===== src/rtl/des_key_schedule_if.sv =====
// Handshake bundle between a DES key-schedule requester (master) and the
// schedule generator (slave).
interface des_key_schedule_if;
    logic        start;
    logic        decrypt;
    logic [64:1] key;
    logic        busy;
    logic        subkey_valid;
    logic        subkey_ready;
    logic [48:1] subkey;
    logic [5:1]  subkey_round;
    logic        done;

    modport master (
        output start, decrypt, key, subkey_ready,
        input  busy, subkey_valid, subkey, subkey_round, done
    );

    modport slave (
        input  start, decrypt, key, subkey_ready,
        output busy, subkey_valid, subkey, subkey_round, done
    );
endinterface


===== src/rtl/des_key_schedule.sv =====
// Sequential DES key schedule: PC-1 once, then one rotate + PC-2 per accepted
// subkey, K1..K16 in encrypt mode or K16..K1 in decrypt mode.

module left_shift (
    input  logic [28:1] din,
    input  logic        two,
    output logic [28:1] dout
);
    assign dout = two ? {din[26:1], din[28:27]} : {din[27:1], din[28]};
endmodule

module des_key_schedule (
    input  logic                  clk,
    input  logic                  rst_n,
    des_key_schedule_if.slave     bus
);
    typedef enum logic [1:0] {ST_IDLE, ST_RUN, ST_FIN} state_t;

    // FIPS 46 tables; entry n gives the source bit (1 = MSB) of output bit n+1.
    localparam int PC1_TAB [56] = '{
        57, 49, 41, 33, 25, 17,  9,  1, 58, 50, 42, 34, 26, 18,
        10,  2, 59, 51, 43, 35, 27, 19, 11,  3, 60, 52, 44, 36,
        63, 55, 47, 39, 31, 23, 15,  7, 62, 54, 46, 38, 30, 22,
        14,  6, 61, 53, 45, 37, 29, 21, 13,  5, 28, 20, 12,  4
    };
    localparam int PC2_TAB [48] = '{
        14, 17, 11, 24,  1,  5,  3, 28, 15,  6, 21, 10,
        23, 19, 12,  4, 26,  8, 16,  7, 27, 20, 13,  2,
        41, 52, 31, 37, 47, 55, 30, 40, 51, 45, 33, 48,
        44, 49, 39, 56, 34, 53, 46, 42, 50, 36, 29, 32
    };

    state_t      state_q, state_d;
    logic [28:1] c_half_q, c_half_d;
    logic [28:1] d_half_q, d_half_d;
    logic [5:1]  cnt_q, cnt_d;
    logic        dec_q, dec_d;
    logic        busy_q, busy_d;
    logic        valid_q, valid_d;
    logic        done_q, done_d;
    logic [48:1] subkey_q, subkey_d;
    logic [5:1]  round_q, round_d;

    logic [56:1] pc1_key;
    logic [56:1] pc2_in;
    logic [48:1] pc2_out;
    logic [28:1] c_rotl, d_rotl, c_rotr, d_rotr;
    logic        two_step;
    logic        advance;

    // Parity bits never reach PC-1.
    wire unused_parity = &{1'b0, bus.key[57], bus.key[49], bus.key[41], bus.key[33],
                           bus.key[25], bus.key[17], bus.key[9], bus.key[1]};

    // Vector index i holds FIPS bit (width+1-i), hence the reversed indexing.
    generate
        for (genvar gi = 0; gi < 56; gi++) begin : g_pc1
            assign pc1_key[56-gi] = bus.key[65-PC1_TAB[gi]];
        end
        for (genvar gi = 0; gi < 48; gi++) begin : g_pc2
            assign pc2_out[48-gi] = pc2_in[57-PC2_TAB[gi]];
        end
    endgenerate

    assign two_step = !((cnt_q == 5'd1) || (cnt_q == 5'd2) ||
                        (cnt_q == 5'd9) || (cnt_q == 5'd16));

    left_shift u_rotl_c (.din(c_half_q), .two(two_step), .dout(c_rotl));
    left_shift u_rotl_d (.din(d_half_q), .two(two_step), .dout(d_rotl));

    assign c_rotr = two_step ? {c_half_q[2:1], c_half_q[28:3]} : {c_half_q[1], c_half_q[28:2]};
    assign d_rotr = two_step ? {d_half_q[2:1], d_half_q[28:3]} : {d_half_q[1], d_half_q[28:2]};

    // Encrypt rotates before PC-2; decrypt uses the halves as stored, then rotates back.
    assign pc2_in  = dec_q ? {c_half_q, d_half_q} : {c_rotl, d_rotl};
    assign advance = !valid_q || bus.subkey_ready;

    always_comb begin
        state_d  = state_q;
        c_half_d = c_half_q;
        d_half_d = d_half_q;
        cnt_d    = cnt_q;
        dec_d    = dec_q;
        busy_d   = busy_q;
        valid_d  = valid_q;
        done_d   = 1'b0;
        subkey_d = subkey_q;
        round_d  = round_q;
        case (state_q)
            ST_IDLE: begin
                if (bus.start) begin
                    c_half_d = pc1_key[56:29];
                    d_half_d = pc1_key[28:1];
                    dec_d    = bus.decrypt;
                    cnt_d    = bus.decrypt ? 5'd16 : 5'd1;
                    busy_d   = 1'b1;
                    state_d  = ST_RUN;
                end
            end
            ST_RUN: begin
                if (advance) begin
                    subkey_d = pc2_out;
                    round_d  = cnt_q;
                    valid_d  = 1'b1;
                    if (dec_q) begin
                        c_half_d = c_rotr;
                        d_half_d = d_rotr;
                        cnt_d    = cnt_q - 5'd1;
                        if (cnt_q == 5'd1) state_d = ST_FIN;
                    end else begin
                        c_half_d = c_rotl;
                        d_half_d = d_rotl;
                        cnt_d    = cnt_q + 5'd1;
                        if (cnt_q == 5'd16) state_d = ST_FIN;
                    end
                end
            end
            ST_FIN: begin
                if (bus.subkey_ready) begin
                    valid_d = 1'b0;
                    done_d  = 1'b1;
                    busy_d  = 1'b0;
                    state_d = ST_IDLE;
                end
            end
            default: state_d = ST_IDLE;
        endcase
    end

    always_ff @(posedge clk or negedge rst_n) begin
        if (!rst_n) begin
            state_q  <= ST_IDLE;
            c_half_q <= '0;
            d_half_q <= '0;
            cnt_q    <= '0;
            dec_q    <= 1'b0;
            busy_q   <= 1'b0;
            valid_q  <= 1'b0;
            done_q   <= 1'b0;
            subkey_q <= '0;
            round_q  <= '0;
        end else begin
            state_q  <= state_d;
            c_half_q <= c_half_d;
            d_half_q <= d_half_d;
            cnt_q    <= cnt_d;
            dec_q    <= dec_d;
            busy_q   <= busy_d;
            valid_q  <= valid_d;
            done_q   <= done_d;
            subkey_q <= subkey_d;
            round_q  <= round_d;
        end
    end

    assign bus.busy         = busy_q;
    assign bus.subkey_valid = valid_q;
    assign bus.done         = done_q;
    assign bus.subkey       = subkey_q;
    assign bus.subkey_round = round_q;
endmodule


===== src/flat_wrapper.sv =====
// flat-port wrapper written by rule: the top's interface ports become plain ports
module des_key_schedule_flat 
  (clk, rst_n, bus_start, bus_decrypt, bus_key, bus_subkey_ready, bus_busy, bus_subkey_valid, bus_subkey, bus_subkey_round, bus_done);
  des_key_schedule_if bus_i ();
  input  logic clk;
  input  logic rst_n;
  input wire logic [$bits(bus_i.start)-1:0] bus_start;
  input wire logic [$bits(bus_i.decrypt)-1:0] bus_decrypt;
  input wire logic [$bits(bus_i.key)-1:0] bus_key;
  input wire logic [$bits(bus_i.subkey_ready)-1:0] bus_subkey_ready;
  output wire logic [$bits(bus_i.busy)-1:0] bus_busy;
  output wire logic [$bits(bus_i.subkey_valid)-1:0] bus_subkey_valid;
  output wire logic [$bits(bus_i.subkey)-1:0] bus_subkey;
  output wire logic [$bits(bus_i.subkey_round)-1:0] bus_subkey_round;
  output wire logic [$bits(bus_i.done)-1:0] bus_done;
  assign bus_i.start = bus_start;
  assign bus_i.decrypt = bus_decrypt;
  assign bus_i.key = bus_key;
  assign bus_i.subkey_ready = bus_subkey_ready;
  assign bus_busy = bus_i.busy;
  assign bus_subkey_valid = bus_i.subkey_valid;
  assign bus_subkey = bus_i.subkey;
  assign bus_subkey_round = bus_i.subkey_round;
  assign bus_done = bus_i.done;
  des_key_schedule u_core (.clk(clk), .rst_n(rst_n), .bus(bus_i));
endmodule

===== config.mk =====
export PLATFORM = sky130hd
export DESIGN_NAME = des_key_schedule_flat
export DESIGN_NICKNAME = d
export VERILOG_FILES = /design/src/rtl/des_key_schedule_if.sv /design/src/rtl/des_key_schedule.sv /design/src/flat_wrapper.sv
export SDC_FILE = /design/constraint.sdc
export NUM_CORES = 1
export LEC_CHECK = 0
export BUFFER_PORTS_ARGS = -buffer_cell sky130_fd_sc_hd__buf_2
export CAP_MARGIN = 0
export CELL_PAD_IN_SITES_DETAIL_PLACEMENT = 1
export CELL_PAD_IN_SITES_GLOBAL_PLACEMENT = 1
export CORE_ASPECT_RATIO = 0.5
export CORE_UTILIZATION = 38
export CTS_BUF_LIST = sky130_fd_sc_hd__clkbuf_4 sky130_fd_sc_hd__clkbuf_8
export DETAILED_ROUTE_END_ITERATION = 7
export PLACE_DENSITY_LB_ADDON = 0.1
export SLEW_MARGIN = 20
export SYNTH_ARGS = -nofsm -noshare
export SYNTH_HDL_FRONTEND = slang
export SYNTH_HIERARCHICAL = 1
export SYNTH_SLANG_ARGS = --single-unit

===== constraint.sdc =====
create_clock -name clk -period 3.8 [get_ports clk]
set_clock_uncertainty 0.1 [all_clocks]
set_input_delay 0.19 -clock clk [delete_from_list [all_inputs] [get_ports clk]]
set_output_delay 0.19 -clock clk [all_outputs]
set_load 0.01 [all_outputs]

-- Word-level counts from Yosys, hierarchy flattened
Index checks and enable logic that the tools add are counted.
- $add $sub $neg: 2
- eq/ne operators: 11
- muxes and demuxes: 32
- reduce and logical (&&, ||, !) cells: 15
- operators with widths (cell ; number):
    $mux W28 ; 10
    $pmux W28 S2 ; 2
    $mux W56 ; 1
    $mux W5 ; 4
    $mux W2 ; 6
    $pmux W5 S2 ; 1
    $reduce_and A3 Y1 ; 3
    $pmux W2 S3 ; 1
    $reduce_bool A2 Y1 ; 3
    $add A5 B1 Y5 const B ; 1
    $eq A5 B1 Y1 const B ; 1
    $eq A5 B2 Y1 const B ; 1
    $eq A5 B4 Y1 const B ; 1
    $eq A5 B5 Y1 const B ; 1
    $mux W1 ; 5
    $reduce_and A5 Y1 ; 1
    $sub A5 B1 Y5 const B ; 1
    $logic_or A1 B1 Y1 ; 4
    $ne A2 B2 Y1 const B ; 2
    $pmux W1 S2 ; 2
    $reduce_and A2 Y1 ; 2
    $ne A3 B1 Y1 const B ; 1
    $ne A3 B3 Y1 const B ; 1
    $eq A2 B1 Y1 const B ; 1
    other kinds (4) ; 4
- bits in registers: 120
- input bits: 69

-- Logic depth before layout (Yosys ltp)
Gate-level depths: netlist of the first run.
- depth after elaboration: 8
- gate-level depth with buffers: 12
- mapped depth without buffers: 8

-- By module
Netlist of the first run, hierarchy kept.
- modules (own cells, without submodules) (module ; times used ; cells each ; area each (µm²) ; seq. area each (µm²)):
    des_key_schedule ; 1 ; 733 ; 6510.0 ; 3002.9
    left_shift ; 2 ; 31 ; 441.7 ; 0.0

-- Least setup slack after synthesis of the first run
OpenSTA, ideal clock, no wires.
- path type: register to register
- start: reg u_core/cnt_q[1] (netlist bit)
- end: reg u_core/c_half_q[15] (netlist bit)
- arrival time: 2.208 ns
- setup slack: 1.351 ns
- stages on the path, launching flop included: 13
- path buffers: 4
- cells stage by stage: dfrtp_1 inv_1 ha_1 nand2_1 a211oi_2 buf_6 buf_8 inv_2 buf_6 buf_12 mux2_4 nand2b_1 o221ai_1
- cells in the longest elaborated chain, start to end: 8
- RTL lines (element ; line ; text):
    start: declaration ; des_key_schedule.sv:36 ; logic [5:1] cnt_q, cnt_d;
    start signal: assignment ; des_key_schedule.sv:146 ; cnt_q <= cnt_d;
    $eq A5 B1 Y1 or $eq A5 B2 Y1 (tied branches) ; des_key_schedule.sv:65 ; assign two_step = !((cnt_q == 5'd1) || (cnt_q == 5'd2) ||
    $logic_or A1 B1 Y1 (2 in series) ; des_key_schedule.sv:65 ;
    $logic_or A1 B1 Y1 (*) ; des_key_schedule.sv:66 ; (cnt_q == 5'd9) || (cnt_q == 5'd16));
    $mux W28 (*) ; des_key_schedule.sv:9 ; assign dout = two ? {din[26:1], din[28:27]} : {din[27:1], din[28]};
    via u_core.c_rotl (one bit) ; des_key_schedule.sv:47 ; logic [28:1] c_rotl, d_rotl, c_rotr, d_rotr;
    $mux W28 (*) ; des_key_schedule.sv:105 ; if (dec_q) begin
    $mux W28 (*) ; des_key_schedule.sv:101 ; if (advance) begin
    $pmux W28 S2 (*) ; des_key_schedule.sv:89 ; case (state_q)
    end signal: assignment ; des_key_schedule.sv:144 ; c_half_q <= c_half_d;
    end: declaration ; des_key_schedule.sv:34 ; logic [28:1] c_half_q, c_half_d;
The timed path passes the listed nets; every way through them passes the cells marked *. The select of a mux whose other input is x is not followed.
A chain may end at the register's enable or synchronous reset.

-- Worst setup path in the final report of the first run
- start: reg u_core/cnt_q[1] (netlist bit)
- end: reg u_core/c_half_q[5] (netlist bit)
- cells in the longest elaborated chain, start to end: 8
- RTL lines (element ; line):
    $eq A5 B1 Y1 or $eq A5 B2 Y1 (tied branches) ; des_key_schedule.sv:65
    $logic_or A1 B1 Y1 (2 in series) ; des_key_schedule.sv:65
    $logic_or A1 B1 Y1 (*) ; des_key_schedule.sv:66
    $mux W28 (on tied branches) ; des_key_schedule.sv:9, des_key_schedule.sv:71
    $mux W28 (*) ; des_key_schedule.sv:105
    $mux W28 (*) ; des_key_schedule.sv:101
    $pmux W28 S2 (*) ; des_key_schedule.sv:89
Every way passes the cells marked *; elsewhere a longest branch is shown, timed or not. The select of a mux whose other input is x is not followed.

==> results.rst, run 1 <==
.. list-table::
   :header-rows: 1

   * - Metric
     - Value
   * - Total Neg Setup Slack
     - 0 ps
   * - Die Span Y
     - 101 um
   * - Max Slew Vio Count
     - 0
   * - Start point of the worst hold path
     - bus_key[1]
   * - Drt first-iter violations
     - 304
   * - Initial antenna violation count
     - 0
   * - Synth Flop Type
     - sky130_fd_sc_hd__dfrtp_1
   * - Remaining design rule violation count
     - 0
   * - Post-synth ARST share
     - 1.00
   * - Std cell rows
     - 35
   * - Unrepaired setup endpoints after global routing
     - false
   * - Biggest area consumer among synthesized cells
     - sky130_fd_sc_hd__dfrtp_1
   * - Routed via count
     - 6369
   * - Max cap viols
     - 0
   * - Hold crit path type
     - input pin to flop
   * - Internal power
     - 4.97 mW
   * - Count of buffering cells on the critical path with inverters included
     - 2
   * - Slowest Stage Delay on Critical Path
     - 860 ps
   * - Yosys warnings
     - 6
   * - Cell breakdown of the critical path
     - inv_1 > ha_1 > nand2_1 > a211oi_4 > buf_4 > mux2i_1 > o221ai_1
   * - Cell leakage power
     - 3.92 nW
   * - Via-per-instance ratio
     - 5.35
   * - Final global-route overflow total
     - 0
   * - Fraction of final layout cells sized beyond drive strength 1
     - 0.243
   * - Post-synthesis instance area
     - 7390 sq um
   * - Worst-case reg-to-reg path depth
     - 7
   * - Clock power share
     - 0.117
   * - Final layout net count
     - 991
   * - Data arrival time of the worst path
     - 3010 ps
   * - Average wire per standard cell
     - 18.0 um
   * - Total of buffers placed on input and output ports
     - 116
   * - Hold Violations, Final
     - 0
   * - Boundary pin count
     - 125
   * - Sw Share
     - 0.457
   * - DIE WIDTH
     - 199 um
   * - Post-Synthesis Net Count
     - 868
   * - Final wirelength
     - 21400 um
   * - Most instantiated cells after synthesis
     - 179 x sky130_fd_sc_hd__nand2_1, 120 x sky130_fd_sc_hd__dfrtp_1, 56 x sky130_fd_sc_hd__mux2i_1
   * - Synth-to-layout area growth
     - 19.9%
   * - Period utilisation layout
     - 0.744
   * - Crit-path slowest cell
     - sky130_fd_sc_hd__buf_4
   * - Net Sw Power
     - 4.19 mW
   * - Top Family by Delay on Critical Path
     - buffers and inverters
   * - Run status
     - finished, final reports clean
   * - Clock tree from TritonCTS
     - yes
   * - CP endpoint kind
     - flop
   * - Number of detailed-route iterations in the first pass
     - 4
   * - WHS Endpoint
     - u_core/d_half_q[28]
   * - # setup viols final
     - 0
   * - Antenna diodes
     - 0
   * - Vias in the first global route
     - 6648
   * - Last weighted congestion value of the routability-driven placer
     - 0.727
   * - Leading cell type by number of instances after synthesis
     - sky130_fd_sc_hd__nand2_1
   * - Req. time, crit path
     - 3980 ps
   * - Starting Density
     - 0.394
   * - Max transition margin
     - 0.302
   * - Library cells used by synthesis
     - 40
   * - Area enclosed by the die boundary
     - 20100 sq um
   * - Fraction of the yosys area taken by sequential cells
     - 0.406
   * - Setup slack of the critical path after layout
     - 974 ps
   * - Top post-synthesis cells by area
     - sky130_fd_sc_hd__dfrtp_1 41%, sky130_fd_sc_hd__nand2_1 9.1%, sky130_fd_sc_hd__mux2_4 8.1%, sky130_fd_sc_hd__mux2i_1 7.6%, sky130_fd_sc_hd__o221ai_1 5.7%
   * - Hold slack
     - 35.4 ps
   * - Worst R2R Setup Slack
     - 970 ps
   * - R2r endpoint
     - u_core/c_half_q[5]
   * - Root Driver
     - sky130_fd_sc_hd__clkbuf_8
   * - Worst setup path category
     - flop to flop
   * - Core area
     - 18700 sq um
   * - Clock buffers created by TritonCTS
     - 17
   * - Pin slew with the least headroom to its limit
     - 1050 ps
   * - Yosys reg bits
     - 120
   * - Clock-pin slew on the worst setup and hold paths
     - 80 ps
   * - Mapped Cells
     - 795
   * - CP max FO
     - 56
   * - Top-area cell type share of the netlist area
     - 0.406
   * - Largest net degree at the start of global routing
     - 121
   * - Post-Place Worst Slack
     - 1010 ps
   * - Seq pwr share
     - 0.292
   * - Number of buffers between clock root and the deepest sink
     - 2
   * - Count of flip-flops with a built-in enable after synthesis
     - 0
   * - Clock latency reported for the late side of the worst-skew pair
     - 440 ps
   * - Global Route Usage Sum
     - 0.226
   * - Achievable frequency
     - 0.354 GHz
   * - Syn_area_per_cell
     - 9.30 sq um
   * - H-tree levels
     - 4
   * - Worst Setup Start Kind
     - flop
   * - Cells on Worst Hold Path
     - 5
   * - Launch instance of the worst register-to-register path
     - u_core/cnt_q[1]
   * - Pwr/cell area
     - 1030 nW/um^2
   * - Wire length of the first global-routing pass
     - 35400 um
   * - Number of sinks handled by clock tree synthesis
     - 120
   * - Half-perimeter wire length after placement
     - 12500 um
   * - Highest ir drop seen on vdd
     - 0.466 mV
   * - Count of antenna-violating nets left after detailed routing
     - 0
   * - Clock period minus worst slack
     - 2830 ps
   * - Combinational power share
     - 0.591
[power by group through the flow]
stage | Sequential, mW | Combinational, mW | Clock, mW
after floorplan | 2.59 | 4.27 | 0
after global placement | 2.66 | 5.27 | 0
after detailed placement | 2.69 | 5.38 | 0
after CTS | 2.67 | 5.44 | 1.12
after global routing | 2.78 | 6.00 | 1.16
final | 2.67 | 5.41 | 1.08
[tightest hold or removal path, stage by stage]
cell and delay (ps):
sky130_fd_sc_hd__buf_2 80, sky130_fd_sc_hd__nand2_1 60, sky130_fd_sc_hd__nand2_1 60, sky130_fd_sc_hd__o21ai_0 70, sky130_fd_sc_hd__o221ai_1 70
[layer usage]
layer / vias to the layer above / track usage / part of all wire
met5: - / 0 / 0
met4: 0 / 0.0633 / 0.0064
met3: 10 / 0.0351 / 0.022
met2: 88 / 0.370 / 0.46
met1: 3204 / 0.312 / 0.51
li1: 3067 / - / -
[layout make-up]
cell class	count	area [sq um]
tap	259	324
clock buffer	21	283
multi-input combinational	601	3980
fill	2197	9880
clock inverter	11	75.1
timing repair buffer	173	1180
inverter	5	20.0
sequential	120	3000
[flip-flops by register name (all words and copies together) (netlist names)]
name                     cells
u_core/bus.subkey           48
u_core/c_half_q             28
u_core/d_half_q             28
u_core/bus.subkey_round      5
u_core/cnt_q                 5
u_core/state_q               2
u_core/bus.busy              1
u_core/bus.done              1
u_core/bus.subkey_valid      1
u_core/dec_q                 1
[layout by cell type (no fill, tap or decap), drive strengths merged, types with 2 or more instances in the layout]
cell	instances
o22ai	2
nand2	179
xnor2	2
nor2	53
o211ai	8
a21o	2
a211oi	3
nor2b	2
nand3b	9
o221ai	48
mux2	57
dlygate4sd3	46
mux2i	56
dfrtp	120
buf	127
a22o	3
nand2b	52
o21ai	63
clkinv	7
nor3	3
inv	4
a31oi	48
clkbuf	21
clkinvlp	5
ha	4
[through the flow]
step | cell area (sq um) | instances | power [mW] | util
finish | 8870 | 1190 | 9.16 | 0.473
floorplan | 7390 | 795 | 6.86 | -
CTS | 8840 | 1189 | 9.23 | 0.472
global placement | 8020 | 1111 | 7.93 | 0.428
detailed placement | 8020 | 1111 | 8.07 | 0.428
global route | 8870 | 1190 | 9.94 | 0.473
[timing repair]
action                    4_1_cts  5_1_grt
hold endpoints to repair      100        0
resized for setup               0        0
hold buffers                   46        0
buffers inserted                0        0
[cell families after synthesis]
logic type               Yosys count  synth area share
AO/OA/AOI/OAI                    180             0.163
multiplexers                     113             0.183
buffers and inverters             74            0.0591
AND/OR/NAND/NOR                  301             0.179
adder cells (fa/ha/maj)            4           0.00677
XOR/XNOR                           3           0.00355
flip-flops                       120             0.406
[worst max path at each step]
stage	from	to	cells after the start
after floorplan	u_core/cnt_q[1]	u_core/c_half_q[15]	12
after global placement	u_core/cnt_q[1]	u_core/d_half_q[20]	7
after detailed placement	u_core/cnt_q[1]	u_core/d_half_q[20]	7
after CTS	u_core/cnt_q[1]	u_core/d_half_q[11]	7
after global routing	u_core/cnt_q[1]	u_core/c_half_q[10]	7
final	u_core/cnt_q[1]	u_core/c_half_q[5]	7
No activity file was read; power rests on OpenSTA's default activity.
==> inputs of run 2 (changes only) <==
- clock period: 3.8 -> 2.6 ns (I/O delays scaled with it)
==> run 2 against run 1 <==
  * Final cell count increased by 1.5%
  * Via count up 1.3%
  * Sequential share of layout area down 1.1 points
  * Clock power up 68%
  * Die area did not move
  * Global-route usage shrank 0.13 points
  * Combinational power increased by 49%
  * Largest cell class unchanged
==> results.rst, run 2 (synthesized netlist as in run 1, its figures left out) <==
.. list-table::
   :header-rows: 1

   * - Metric
     - Value
   * - Number of buffers between clock root and the deepest sink
     - 2 (unchanged)
   * - Top library cells by usage in the layout, fill and taps aside
     - 178 x sky130_fd_sc_hd__nand2_1, 119 x sky130_fd_sc_hd__dfrtp_1, 115 x sky130_fd_sc_hd__buf_2 (unchanged)
   * - Period utilisation layout
     - 0.929 (was 0.744)
   * - Last weighted congestion value of the routability-driven placer
     - 0.723 (was 0.727)
   * - Req. time, crit path
     - 2790 ps (was 3980 ps)
   * - Routed via count
     - 6452 (was 6369)
   * - Final wirelength
     - 21500 um (was 21400 um)
   * - Area of combinational cells with multiple inputs
     - 3980 sq um (about the same)
   * - Clock period minus worst slack
     - 2410 ps (was 2830 ps)
   * - Count of antenna-violating nets left after detailed routing
     - 0 (unchanged)
   * - Worst Setup Start Kind
     - flop (unchanged)
   * - Std cell rows
     - 35 (unchanged)
   * - Remaining design rule violation count
     - 0 (unchanged)
   * - CP endpoint kind
     - flop (unchanged)
   * - DIE WIDTH
     - 199 um (unchanged)
   * - Setup crit start
     - u_core/cnt_q[1] (unchanged)
   * - Via-per-instance ratio
     - 5.34 (was 5.35)
   * - Half-perimeter wire length after placement
     - 12900 um (was 12500 um)
   * - Max transition margin
     - 0.543 (was 0.302)
   * - Wire length of the first global-routing pass
     - 35500 um (was 35400 um)
   * - R2r endpoint
     - u_core/c_half_q[8] (was u_core/c_half_q[5])
   * - Number of flip-flops under the largest register name
     - 48 (unchanged)
   * - Pwr/cell area
     - 1500 nW/um^2 (was 1030 nW/um^2)
   * - # setup viols final
     - 0 (unchanged)
   * - Cell leakage power
     - 4.07 nW (was 3.92 nW)
   * - Boundary pin count
     - 125 (unchanged)
   * - Clock latency reported for the late side of the worst-skew pair
     - 450 ps (was 440 ps)
   * - Initial antenna violation count
     - 0 (unchanged)
   * - Die Span Y
     - 101 um (unchanged)
   * - Largest net degree at the start of global routing
     - 107 (was 121)
   * - Area enclosed by the die boundary
     - 20100 sq um (unchanged)
   * - Number of detailed-route iterations in the first pass
     - 4 (unchanged)
   * - Total Neg Setup Slack
     - 0 ps (unchanged)
   * - Worst setup path end
     - u_core/c_half_q[8] (was u_core/c_half_q[5])
   * - Core area
     - 18700 sq um (unchanged)
   * - Flip-flop and latch area
     - 3000 sq um (unchanged)
   * - Post-Place Worst Slack
     - 108 ps (was 1010 ps)
   * - Run status
     - finished, final reports clean (unchanged)
   * - Clock buffers created by TritonCTS
     - 17 (unchanged)
   * - Cells on Worst Hold Path
     - 5 (unchanged)
   * - Setup slack of the critical path after layout
     - 186 ps (was 974 ps)
   * - Data arrival time of the worst path
     - 2610 ps (was 3010 ps)
   * - Final layout net count
     - 1009 (was 991)
   * - Max cap viols
     - 0 (unchanged)
   * - Worst R2R Setup Slack
     - 190 ps (was 970 ps)
   * - CP max FO
     - 28 (was 56)
   * - Worst setup path category
     - flop to flop (unchanged)
   * - Total power
     - 13.8 mW (was 9.16 mW)
   * - Hold crit path type
     - input pin to flop (unchanged)
   * - Launch instance of the worst register-to-register path
     - u_core/cnt_q[1] (unchanged)
   * - Global Route Usage Sum
     - 0.225 (was 0.226)
   * - Final global-route overflow total
     - 0 (unchanged)
   * - Antenna diodes
     - 0 (unchanged)
   * - Fraction of final layout cells sized beyond drive strength 1
     - 0.247 (was 0.243)
   * - Pin slew with the least headroom to its limit
     - 685 ps (was 1050 ps)
   * - Drt first-iter violations
     - 251 (was 304)
   * - Clock tree from TritonCTS
     - yes (unchanged)
   * - Hold Violations, Final
     - 0 (unchanged)
   * - Max Slew Vio Count
     - 0 (unchanged)
   * - Achievable frequency
     - 0.414 GHz (was 0.354 GHz)
   * - H-tree levels
     - 4 (unchanged)
   * - Worst-case reg-to-reg path depth
     - 9 (was 7)
   * - Clock-pin slew on the worst setup and hold paths
     - 70 ps (was 80 ps)
   * - Average wire per standard cell
     - 17.8 um (was 18.0 um)
   * - Total of buffers placed on input and output ports
     - 116 (unchanged)
   * - Vias in the first global route
     - 6760 (was 6648)
   * - Synth-to-layout area growth
     - 23.8% (was 19.9%)
   * - Starting Density
     - 0.394 (unchanged)
   * - Most frequent standard cell in the layout excluding fill and tap cells
     - sky130_fd_sc_hd__nand2_1 (unchanged)
   * - Filler cells
     - 2207 (was 2197)
   * - Number of sinks handled by clock tree synthesis
     - 120 (unchanged)
   * - Unrepaired setup endpoints after global routing
     - false (unchanged)
   * - Root Driver
     - sky130_fd_sc_hd__clkbuf_8 (unchanged)
   * - Highest ir drop seen on vdd
     - 0.616 mV (was 0.466 mV)
run 2: cell types whose count changed in the layout (fill, tap and decap cells not counted), sizes merged:
cell / before / now
dlygate4sd3: 46 / 58
bufinv: 0 / 3
clkinvlp: 5 / 0
clkbuf: 21 / 22
buf: 127 / 133
clkinv: 7 / 8
run 2: how the worst min path moves through the flow:
stage	startpoint	to	slack [ps]
2_1_floorplan	rst_n	u_core/bus.busy	-270
3_3_place_gp	rst_n	u_core/bus.subkey[37]	60
3_5_place_dp	rst_n	u_core/bus.subkey[37]	60
4_1_cts	bus_key[44]	u_core/d_half_q[3]	5
5_1_grt	bus_key[44]	u_core/d_half_q[3]	70
6_report	bus_key[44]	u_core/d_half_q[3]	30
run 2: repair_timing:
action | CTS | global route
buffers inserted | 0 | 0
resized for setup | 0 | 2
setup endpoints to repair | 0 | 16
hold buffers | 58 | 0
hold endpoints to repair | 96 | 0
run 2: layout make-up:
class / count / area share
multi-input combinational: 601 / 0.435
sequential: 120 / 0.328
timing repair buffer: 191 / 0.155
tap: 259 / 0.0354
clock buffer: 22 / 0.0310
clock inverter: 10 / 0.0137
inverter: 5 / 0.00219
run 2: power breakdown:
part	switching, mW	internal (mW)	total (mW)
registers	1.07	2.84	3.90
clock network	0.794	1.02	1.81
logic	4.21	3.84	8.05
total	6.07	7.69	13.8
run 2: per-layer routing:
metal  track usage  share of wire
met5             0              0
met4        0.0598          0.011
met3        0.0341          0.024
met2         0.361           0.46
met1         0.317           0.51
run 2: stage by stage:
| step | cells | hold WS (ps) | utilization | cell area, sq um |
|---|---|---|---|---|
| detailed placement | 1118 | 59.5 | 0.435 | 8160 |
| finish | 1208 | 28.2 | 0.488 | 9160 |
| floorplan | 795 | -266 | - | 7390 |
| CTS | 1208 | 4.86 | 0.488 | 9150 |
| global placement | 1118 | 55.5 | 0.435 | 8160 |
| global route | 1208 | 65.7 | 0.488 | 9160 |
run 2: worst max-delay path: stages, from the launching register on:
cell	delay, ps
sky130_fd_sc_hd__dfrtp_1	460
sky130_fd_sc_hd__inv_2	120
sky130_fd_sc_hd__ha_1	200
sky130_fd_sc_hd__nand2_1	110
sky130_fd_sc_hd__a211oi_4	330
sky130_fd_sc_hd__clkinv_2	160
sky130_fd_sc_hd__buf_12	200
sky130_fd_sc_hd__mux2_4	320
sky130_fd_sc_hd__nand2b_1	120
sky130_fd_sc_hd__o221ai_1	120
